`src/rtl/flex_counter_ud_if.sv`:
```
// Control and status bundle for the up/down flex counter.
// master drives the controls, slave is the counter itself.
interface flex_counter_ud_if #(
    parameter int NUM_CNT_BITS  = 4,
    parameter int WRAP_CNT_BITS = 8
);
    logic                     clear;
    logic                     load;
    logic [NUM_CNT_BITS-1:0]  load_val;
    logic                     count_enable;
    logic                     count_up;
    logic                     one_shot;
    logic [NUM_CNT_BITS-1:0]  rollover_val;
    logic [NUM_CNT_BITS-1:0]  count_out;
    logic                     rollover_flag;
    logic                     done;
    logic [WRAP_CNT_BITS-1:0] wrap_count;

    modport master (
        output clear, load, load_val, count_enable,
        output count_up, one_shot, rollover_val,
        input  count_out, rollover_flag, done, wrap_count
    );

    modport slave (
        input  clear, load, load_val, count_enable,
        input  count_up, one_shot, rollover_val,
        output count_out, rollover_flag, done, wrap_count
    );
endinterface

```
`src/rtl/flex_counter_ud.sv`:
```
// Up/down flex counter with load, one-shot halt and registered flags.
// Define FLEX_COUNTER_WRAP_STATS_EN to build the saturating wrap counter.
module flex_counter_ud #(
    parameter int NUM_CNT_BITS  = 4,
    parameter int WRAP_CNT_BITS = 8
) (
    input logic               clk,
    input logic               n_rst,
    flex_counter_ud_if.slave  bus
);
    localparam logic [NUM_CNT_BITS-1:0] ONE = NUM_CNT_BITS'(1);

    typedef enum logic [1:0] {IDLE, RUN, DONE} state_t;

    state_t                  state;
    logic [NUM_CNT_BITS-1:0] cnt;
    logic                    flag;
    logic                    done_q;
    logic [NUM_CNT_BITS-1:0] step_val;
    logic [NUM_CNT_BITS-1:0] term;
    logic                    rv_zero;
    logic                    hit_term;
    logic                    load_term;

    // Next step value and terminal-value tests for the current direction
    always_comb begin
        rv_zero   = (bus.rollover_val == '0);
        term      = bus.count_up ? bus.rollover_val : ONE;
        step_val  = '0;
        if (rv_zero) begin
            step_val = '0;
        end else if (bus.count_up) begin
            step_val = (cnt >= bus.rollover_val) ? ONE : cnt + ONE;
        end else begin
            step_val = (cnt <= ONE || cnt > bus.rollover_val) ?
                       bus.rollover_val : cnt - ONE;
        end
        hit_term  = !rv_zero && (step_val == term);
        load_term = !rv_zero && (bus.load_val == term);
    end

    // Count register, flags and control FSM (clear > load > step)
    always_ff @(posedge clk or negedge n_rst) begin
        if (!n_rst) begin
            cnt    <= '0;
            flag   <= 1'b0;
            done_q <= 1'b0;
            state  <= IDLE;
        end else if (bus.clear) begin
            cnt    <= '0;
            flag   <= 1'b0;
            done_q <= 1'b0;
            state  <= IDLE;
        end else if (bus.load) begin
            cnt    <= bus.load_val;
            flag   <= load_term;
            done_q <= 1'b0;
            state  <= RUN;
        end else if (bus.count_enable && state != DONE) begin
            cnt  <= step_val;
            flag <= hit_term;
            if (bus.one_shot && hit_term) begin
                state  <= DONE;
                done_q <= 1'b1;
            end else begin
                state  <= RUN;
            end
        end
    end

    assign bus.count_out     = cnt;
    assign bus.rollover_flag = flag;
    assign bus.done          = done_q;

`ifdef FLEX_COUNTER_WRAP_STATS_EN
    logic                     wrap_evt;
    logic [WRAP_CNT_BITS-1:0] wraps;

    // A wrap is an enabled step leaving the terminal value while running
    assign wrap_evt = bus.count_enable && !bus.clear && !bus.load &&
                      state == RUN && !rv_zero && cnt == term;

    // Saturating wrap-event counter, cleared only by reset
    always_ff @(posedge clk or negedge n_rst) begin
        if (!n_rst) begin
            wraps <= '0;
        end else if (wrap_evt && wraps != '1) begin
            wraps <= wraps + WRAP_CNT_BITS'(1);
        end
    end

    assign bus.wrap_count = wraps;
`else
    assign bus.wrap_count = {WRAP_CNT_BITS{1'b0}};
`endif
endmodule

```
`src/flat_wrapper.sv`:
```
// flat-port wrapper written by rule: the top's interface ports become plain ports
module flex_counter_ud_flat 
#(
    parameter int NUM_CNT_BITS  = 4,
    parameter int WRAP_CNT_BITS = 8
)
  (clk, n_rst, bus_clear, bus_load, bus_load_val, bus_count_enable, bus_count_up, bus_one_shot, bus_rollover_val, bus_count_out, bus_rollover_flag, bus_done, bus_wrap_count);
  flex_counter_ud_if #(.NUM_CNT_BITS(NUM_CNT_BITS), .WRAP_CNT_BITS(WRAP_CNT_BITS)) bus_i ();
  input logic clk;
  input logic n_rst;
  input wire logic [$bits(bus_i.clear)-1:0] bus_clear;
  input wire logic [$bits(bus_i.load)-1:0] bus_load;
  input wire logic [$bits(bus_i.load_val)-1:0] bus_load_val;
  input wire logic [$bits(bus_i.count_enable)-1:0] bus_count_enable;
  input wire logic [$bits(bus_i.count_up)-1:0] bus_count_up;
  input wire logic [$bits(bus_i.one_shot)-1:0] bus_one_shot;
  input wire logic [$bits(bus_i.rollover_val)-1:0] bus_rollover_val;
  output wire logic [$bits(bus_i.count_out)-1:0] bus_count_out;
  output wire logic [$bits(bus_i.rollover_flag)-1:0] bus_rollover_flag;
  output wire logic [$bits(bus_i.done)-1:0] bus_done;
  output wire logic [$bits(bus_i.wrap_count)-1:0] bus_wrap_count;
  assign bus_i.clear = bus_clear;
  assign bus_i.load = bus_load;
  assign bus_i.load_val = bus_load_val;
  assign bus_i.count_enable = bus_count_enable;
  assign bus_i.count_up = bus_count_up;
  assign bus_i.one_shot = bus_one_shot;
  assign bus_i.rollover_val = bus_rollover_val;
  assign bus_count_out = bus_i.count_out;
  assign bus_rollover_flag = bus_i.rollover_flag;
  assign bus_done = bus_i.done;
  assign bus_wrap_count = bus_i.wrap_count;
  flex_counter_ud #(.NUM_CNT_BITS(NUM_CNT_BITS), .WRAP_CNT_BITS(WRAP_CNT_BITS)) u_core (.clk(clk), .n_rst(n_rst), .bus(bus_i));
endmodule
```
`config.mk`:
```
export PLATFORM = sky130hd
export DESIGN_NAME = flex_counter_ud_flat
export DESIGN_NICKNAME = d
export VERILOG_FILES = /design/src/rtl/flex_counter_ud_if.sv /design/src/rtl/flex_counter_ud.sv /design/src/flat_wrapper.sv
export SDC_FILE = /design/constraint.sdc
export NUM_CORES = 1
export LEC_CHECK = 0
export BUFFER_PORTS_ARGS = -buffer_cell sky130_fd_sc_hd__buf_2
export CAP_MARGIN = 25
export CORE_ASPECT_RATIO = 0.6
export CORE_MARGIN = 2
export CORE_UTILIZATION = 45
export CTS_CLUSTER_DIAMETER = 150
export DETAILED_ROUTE_END_ITERATION = 8
export HOLD_SLACK_MARGIN = 0.05
export PLACE_DENSITY = 0.74
export SLEW_MARGIN = 20
export SYNTH_ARGS = -nofsm -noshare
export SYNTH_HDL_FRONTEND = slang
export SYNTH_SLANG_ARGS = --single-unit
```
`constraint.sdc`:
```
create_clock -name clk -period 5.1 [get_ports clk]
set_input_delay 0.51 -clock clk [delete_from_list [all_inputs] [get_ports clk]]
set_output_delay 0.51 -clock clk [all_outputs]
set_load 0.01 [all_outputs]
```
==> results.json, run 1 <==
{
  "status": "finished clean",
  "drt_iter0_drc": 77,
  "dp_hpwl_mm": 2.21,
  "finalPower_uw": 273,
  "post_cts_buffers": 0,
  "async_flop_share_pct": 100,
  "port_buffers": 20,
  "die_h_um": 41.0,
  "r2r_slack_ns": 2.29,
  "drive_above_1_share_pct": 19.0,
  "route.met2.wl_mm": 1.17,
  "met3_length_um": 263,
  "setup.worst_path.end": "u_core.bus.done",
  "setup_tns_ns": 0,
  "netlist_instances": 137,
  "yosysMostFrequentCell": "nand2_1",
  "crit_path_end_kind": "flip-flop",
  "grt_pass1_wl_mm": 4.49,
  "die_x_um": 65.7,
  "startpoint": "u_core.bus.count_out[0]",
  "cts_tree": "yes",
  "fin_crit_sh_pct": 55.0,
  "grt_max_degree": 16,
  "critPathLaunchType": "flip-flop",
  "areaGrowthSynthToFinish_pct": 11.7,
  "cts_hold_buffers": 0,
  "fin_nets": 177,
  "grt-ovfl-total": 0,
  "rsz0062_at_grt": "false",
  "hold_viol": 0,
  "antenna_found_initial": 0,
  "place_congestion": 0.921,
  "irDropWorstVdd_mv": 0.0862,
  "cts.sinks": 8,
  "post_cts_resized": 0,
  "maxCapViolCount": 0,
  "grtUsageTotal_pct": 23.4,
  "vias": 1100,
  "yosys.area.top_type": "dfrtp_1",
  "ant_nets": 0,
  "drt_wl_total_mm": 2.84,
  "cts_root_buf": "clkbuf_8",
  "wl_per_cell_um": 15.5,
  "relSlewSlack_pct": 61.3,
  "arrival_ns": 2.95,
  "clk_latency_ns": 0.24,
  "drc": 0,
  "synthFlopType": "dfrtp_1",
  "synth_edf_count": 0,
  "syn-cell-area_um2": 1030,
  "numCtsBuffers": 3,
  "firstDrtPassIters": 5,
  "reg2reg_depth": 9,
  "fin_skew_ns": 0.00119,
  "seqCellArea_um2": 200,
  "cp_max_fo": 11,
  "core-area_um2": 2160,
  "ys_types": 43,
  "ys_warn_count": 0,
  "whs_ns": 0.111,
  "path_class": "reg2reg",
  "rows": 13,
  "finalSetupViolations": 0,
  "routed_via_density": 6.01,
  "start_util_pct": 47.5,
  "fin_util_pct": 53.0,
  "cts_max_path_buffers": 2,
  "setup_slack_ns": 2.29,
  "nFillCells": 200,
  "syn_area_per_cell_um2": 7.50,
  "antenna_cells": 0,
  "tightest_slew_ns": 0.575,
  "multi_input_area_um2": 734,
  "die_area_um2": 2690,
  "hold_path.class": "in2async",
  "p_leak_uw": 0.000515,
  "synth_area_leaders": "dfrtp_1 19%, ha_1 8.5%, buf_4 5.8%",
  "cts_htree_levels": 1,
  "reg2reg_from": "u_core.bus.count_out[0]",
  "grt_pass1_vias": 904,
  "regToRegEndpoint": "u_core.bus.done",
  "clock.fmax_mhz": 356,
  "clkTransAtPathRegs_ns": 0.04,
  "dp_slack_ns": 2.21,
  "cp.required_ns": 5.24,
  "synth.cells.most_frequent": "13 x nand2_1, 10 x nor2_1, 10 x o21ai_0",
  "slew_violations": 0,
  "synth_top_area_share_pct": 19.5,
  "p_per_area_nw_per_um2": 238,
  "highest_layer": "met4",
  "ys_seq_area_share_pct": 19.5,
  "synth-seq-cells": 8,
  "io_pins": 29,
  "drt-met1-wl_mm": 1.35,
  "min_period_ns": 2.81
}
layout make-up:
cell class / count / area share (%)
Clock buffer: 3 / 3.60
Inverter: 9 / 2.94
Multi-Input combinational cell: 113 / 64.0
Sequential cell: 8 / 17.4
Tap cell: 30 / 3.27
Timing Repair Buffer: 20 / 8.72
sequential cells by signal, indices dropped and copies added, names as in the netlist:
name / count
u_core.bus.done: 1
u_core.bus.count_out: 4
u_core.state: 2
u_core.bus.rollover_flag: 1
placed cells by master (no fill, tap or decap), drive strengths merged, types with 2 or more instances in the layout:
| cell | instances |
|---|---|
| buf | 20 |
| nand2 | 13 |
| nor2 | 10 |
| o21ai | 10 |
| inv | 8 |
| conb | 8 |
| dfrtp | 8 |
| ha | 7 |
| a21oi | 7 |
| xnor2 | 6 |
| nor3 | 5 |
| a22oi | 5 |
| nand3 | 5 |
| o31ai | 4 |
| a31oi | 3 |
| clkbuf | 3 |
| nand2b | 3 |
| nor2b | 2 |
| nor4 | 2 |
| a211oi | 2 |
| o21a | 2 |
| mux2i | 2 |
| or3 | 2 |
critical path: stages (launching register included):
cell       delay [ns]
dfrtp_1          0.51
inv_1            0.17
ha_1             0.35
and4_2           0.19
o32ai_1          0.24
or2_2            0.33
nor3_1           0.11
a2111oi_2        0.33
nand4_1          0.23
o31ai_1          0.25
layer usage:
layer,track usage [%],vias to the layer above
li1,-,516
met1,33.3,514
met2,34.3,64
met3,6.32,6
met4,7.29,0
met5,0,-
through the flow:
| stage | std cells | instance area (um^2) |
|---|---|---|
| after floorplan | 144 | 1050 |
| after global placement | 180 | 1110 |
| after detailed placement | 180 | 1110 |
| after CTS | 183 | 1150 |
| after global routing | 183 | 1150 |
| final | 183 | 1150 |
power by group:
part / total, uW / internal [uW] / switching, uW
registers: 75.5 / 67.8 / 7.76
logic: 118 / 46.6 / 71.5
clock network: 78.9 / 51.3 / 27.5
total: 273 / 166 / 107
worst min path at each step:
stage                     cells past startpoint                       to  slack, ns
after floorplan                               0  u_core.bus.count_out[0]       0.21
after global placement                        1  u_core.bus.count_out[1]       0.36
after detailed placement                      1  u_core.bus.count_out[3]       0.37
after CTS                                     1          u_core.state[1]       0.12
after global routing                          1  u_core.bus.count_out[3]       0.12
final                                         1          u_core.bus.done       0.11
kinds of logic after synthesis:
kind of cell,Yosys count,share of synthesized area [%]
simple gates,46,22.3
xor+xnor,7,5.97
compound gates,43,29.8
flops,8,19.5
mux,2,1.95
fa+ha+maj,7,8.53
buf+inv,23,11.6
other cells,1,0.365
Note: power is estimated with default switching activity, not from simulation.
==> run 2, diff against run 1 <==
--- a/config.mk
+++ b/config.mk
@@ -5,15 +5,15 @@
 export SDC_FILE = /design/constraint.sdc
 export NUM_CORES = 1
 export LEC_CHECK = 0
+export ABC_AREA = 1
 export BUFFER_PORTS_ARGS = -buffer_cell sky130_fd_sc_hd__buf_2
 export CAP_MARGIN = 25
-export CORE_ASPECT_RATIO = 0.6
 export CORE_MARGIN = 2
 export CORE_UTILIZATION = 45
 export CTS_CLUSTER_DIAMETER = 150
 export DETAILED_ROUTE_END_ITERATION = 8
 export HOLD_SLACK_MARGIN = 0.05
-export PLACE_DENSITY = 0.74
+export PLACE_DENSITY = 0.77
 export SLEW_MARGIN = 20
 export SYNTH_ARGS = -nofsm -noshare
 export SYNTH_HDL_FRONTEND = slang
==> constraint.sdc (replaced) <==
create_clock -name clk -period 2.36 [get_ports clk]
set_input_delay 0.236 -clock clk [delete_from_list [all_inputs] [get_ports clk]]
set_output_delay 0.236 -clock clk [all_outputs]
set_load 0.01 [all_outputs]
==> results.json, run 2 <==
{
  "yosysMostFrequentCell": "nand2_1",
  "muxShareOfSynthArea_pct": 0,
  "rsz0062_at_grt": "false",
  "wl_per_cell_um": 11.9,
  "ys_types": 23,
  "slowest_delay_ns": 0.47,
  "maxCapViolCount": 0,
  "syn_area_per_cell_um2": 6.56,
  "ys_warn_count": 0,
  "vias": 1005,
  "numCtsBuffers": 3,
  "clock.fmax_mhz": 474,
  "synth.cells.most_frequent": "34 x nand2_1, 23 x inv_1, 15 x nand3_1",
  "fin_skew_ns": 0.00648,
  "die_area_um2": 2470,
  "core-area_um2": 1960,
  "synth-xor-area-share_pct": 4.67,
  "syn-cell-area_um2": 938,
  "p_leak_uw": 0.000627,
  "path_class": "reg2reg",
  "synth_compound_area_share_pct": 13.9,
  "grt_pass1_wl_mm": 3.91,
  "layout_commonest_cell": "nand2_1",
  "drt_wl_total_mm": 2.30,
  "min_period_ns": 2.11,
  "drc": 0,
  "ant_nets": 0,
  "die_h_um": 49.7,
  "path_cells": "ha_1 > nand2_1 > inv_1 > nand2_1 > nand2_1 > nand2_2 > nand2_4 > nand2_1 > nand3_1 > nand3_1 > nand3_1 > nor2_2 > nand4_1 > nand2_1",
  "fin_nets": 190,
  "async_flop_share_pct": 100,
  "grt_pass1_vias": 953,
  "nFillCells": 219,
  "synth_edf_count": 0,
  "synth-adder-area-share_pct": 9.33,
  "place_congestion": 0.928,
  "critPathSlowestCell": "dfrtp_1",
  "dp_hpwl_mm": 1.90,
  "die_x_um": 49.7,
  "routed_via_density": 5.21,
  "antenna_cells": 0,
  "critPathLaunchType": "flip-flop",
  "port_buffers": 20,
  "cp.required_ns": 2.56,
  "cts_root_buf": "clkbuf_4",
  "rows": 16,
  "arrival_ns": 2.31,
  "synth_area_leaders": "dfrtp_1 21%, nand2_1 14%, ha_1 9.3%",
  "irDropWorstVdd_mv": 0.312,
  "p_per_area_nw_per_um2": 496,
  "hold_viol": 0,
  "synth_top_area_share_pct": 21.3,
  "synthFlopType": "dfrtp_1",
  "cts_max_path_buffers": 2,
  "slew_violations": 0,
  "post_cts_resized": 0,
  "setup_tns_ns": 0,
  "io_pins": 29,
  "antenna_found_initial": 0,
  "grt-ovfl-total": 0,
  "clkTransAtPathRegs_ns": 0.06,
  "cts_htree_levels": 1,
  "status": "finished clean",
  "grtUsageTotal_pct": 20.3,
  "cp_max_fo": 7,
  "start_util_pct": 47.8,
  "hold_path.class": "in2reg",
  "drive_above_1_share_pct": 18.1,
  "areaGrowthSynthToFinish_pct": 13.7,
  "grt_max_degree": 10,
  "ys_seq_area_share_pct": 21.3,
  "yosys.area_share.simple_pct": 33.6,
  "layout_common_cells": "34 x nand2_1, 23 x inv_1, 20 x buf_2, 15 x nand3_1",
  "yosys.area.top_type": "dfrtp_1",
  "fin_crit_sh_pct": 89.4,
  "drt_iter0_drc": 19,
  "firstDrtPassIters": 4,
  "cts.sinks": 8,
  "synth_top_family_by_area": "simple AND/OR/NAND/NOR gates",
  "largest_reg_flops": 4,
  "netlist_instances": 143,
  "fin_util_pct": 54.4,
  "cts_tree": "yes",
  "clk_latency_ns": 0.26,
  "cp_common_cell": "nand2_1",
  "crit_path_end_kind": "flip-flop",
  "finalSetupViolations": 0,
  "synth-seq-cells": 8
}
run 2: changes by cell type after synthesis, moves of 5 or more:
cell	delta
xnor2_1	-5
nor3_1	-5
a22oi_1	-5
nand4_1	+7
nand2_1	+21
inv_1	+15
nand3_1	+10
run 2: report_power, final:
group	switching, uW	internal [uW]	total (uW)
registers	15.9	149	164
logic	158	96.8	254
clock network	51.9	58.6	110
total	225	304	529
run 2: metrics by stage:
step | instances | cell area (um^2) | setup slack (ns) | power [uW] | hold slack, ns
after CTS | 192 | 1060 | 0.166 | 522 | 0.259
after global routing | 193 | 1070 | 0.0378 | 573 | 0.292
after global placement | 188 | 1030 | 0.345 | 401 | 0.0825
after floorplan | 150 | 965 | 0.375 | 353 | -0.0596
final | 193 | 1070 | 0.251 | 529 | 0.261
after detailed placement | 188 | 1030 | 0.170 | 412 | 0.0853
run 2: worst paths after layout:
check / to / slack, ns / startpoint / depth (start not counted)
max: u_core.state[1] / 0.25 / u_core.bus.count_out[2] / 14
min: u_core.bus.done / 0.26 / bus_clear / 4
max reg2reg: u_core.state[1] / 0.25 / u_core.bus.count_out[2] / 14
min reg2reg: u_core.bus.done / 0.48 / u_core.bus.done / 2
max in group asynchronous: u_core.bus.count_out[3] / 1.86 / n_rst / 2
min in group asynchronous: u_core.bus.count_out[2] / 0.33 / n_rst / 2
run 2: cell families (layout without fill, tap and decap cells):
kind of cell               count (synthesis)  in the layout
and+or+nand+nor                           68             68
DFF                                        8              8
buffers and inverters                     32             48
AOI/OAI and AO/OA                         22             22
xor gates and xnor gates                   5              5
adders and majority gates                  7              7
other                                      1              8
run 2: per-layer routing:
metal	GRT usage, %	share of wire [%]
met5	0	0
met4	7.87	1.8
met3	3.33	7.4
met2	35.3	47
met1	24.7	44
run 2: area by class of cell:
class | count | area [um^2] | area share [%]
inverters | 23 | 86.3 | 8.09
well taps | 27 | 33.8 | 3.17
multi-input cells | 110 | 607 | 56.9
flip-flops and latches | 8 | 200 | 18.8
clock buffers | 3 | 22.5 | 2.11
repair buffers | 22 | 118 | 11.0
run 2: critical path, delay by kind of cell (launching register included):
kind | cells | cell delay (ns)
simple gates | 12 | 1.18
flops | 1 | 0.47
fa+ha+maj | 1 | 0.33
buf+inv | 1 | 0.05
run 2: timing repair:
action	in CTS	in global routing
hold buffers	1	0
endpoints found under the hold margin	8	0
buffers inserted	0	1
setup endpoints to repair	0	3
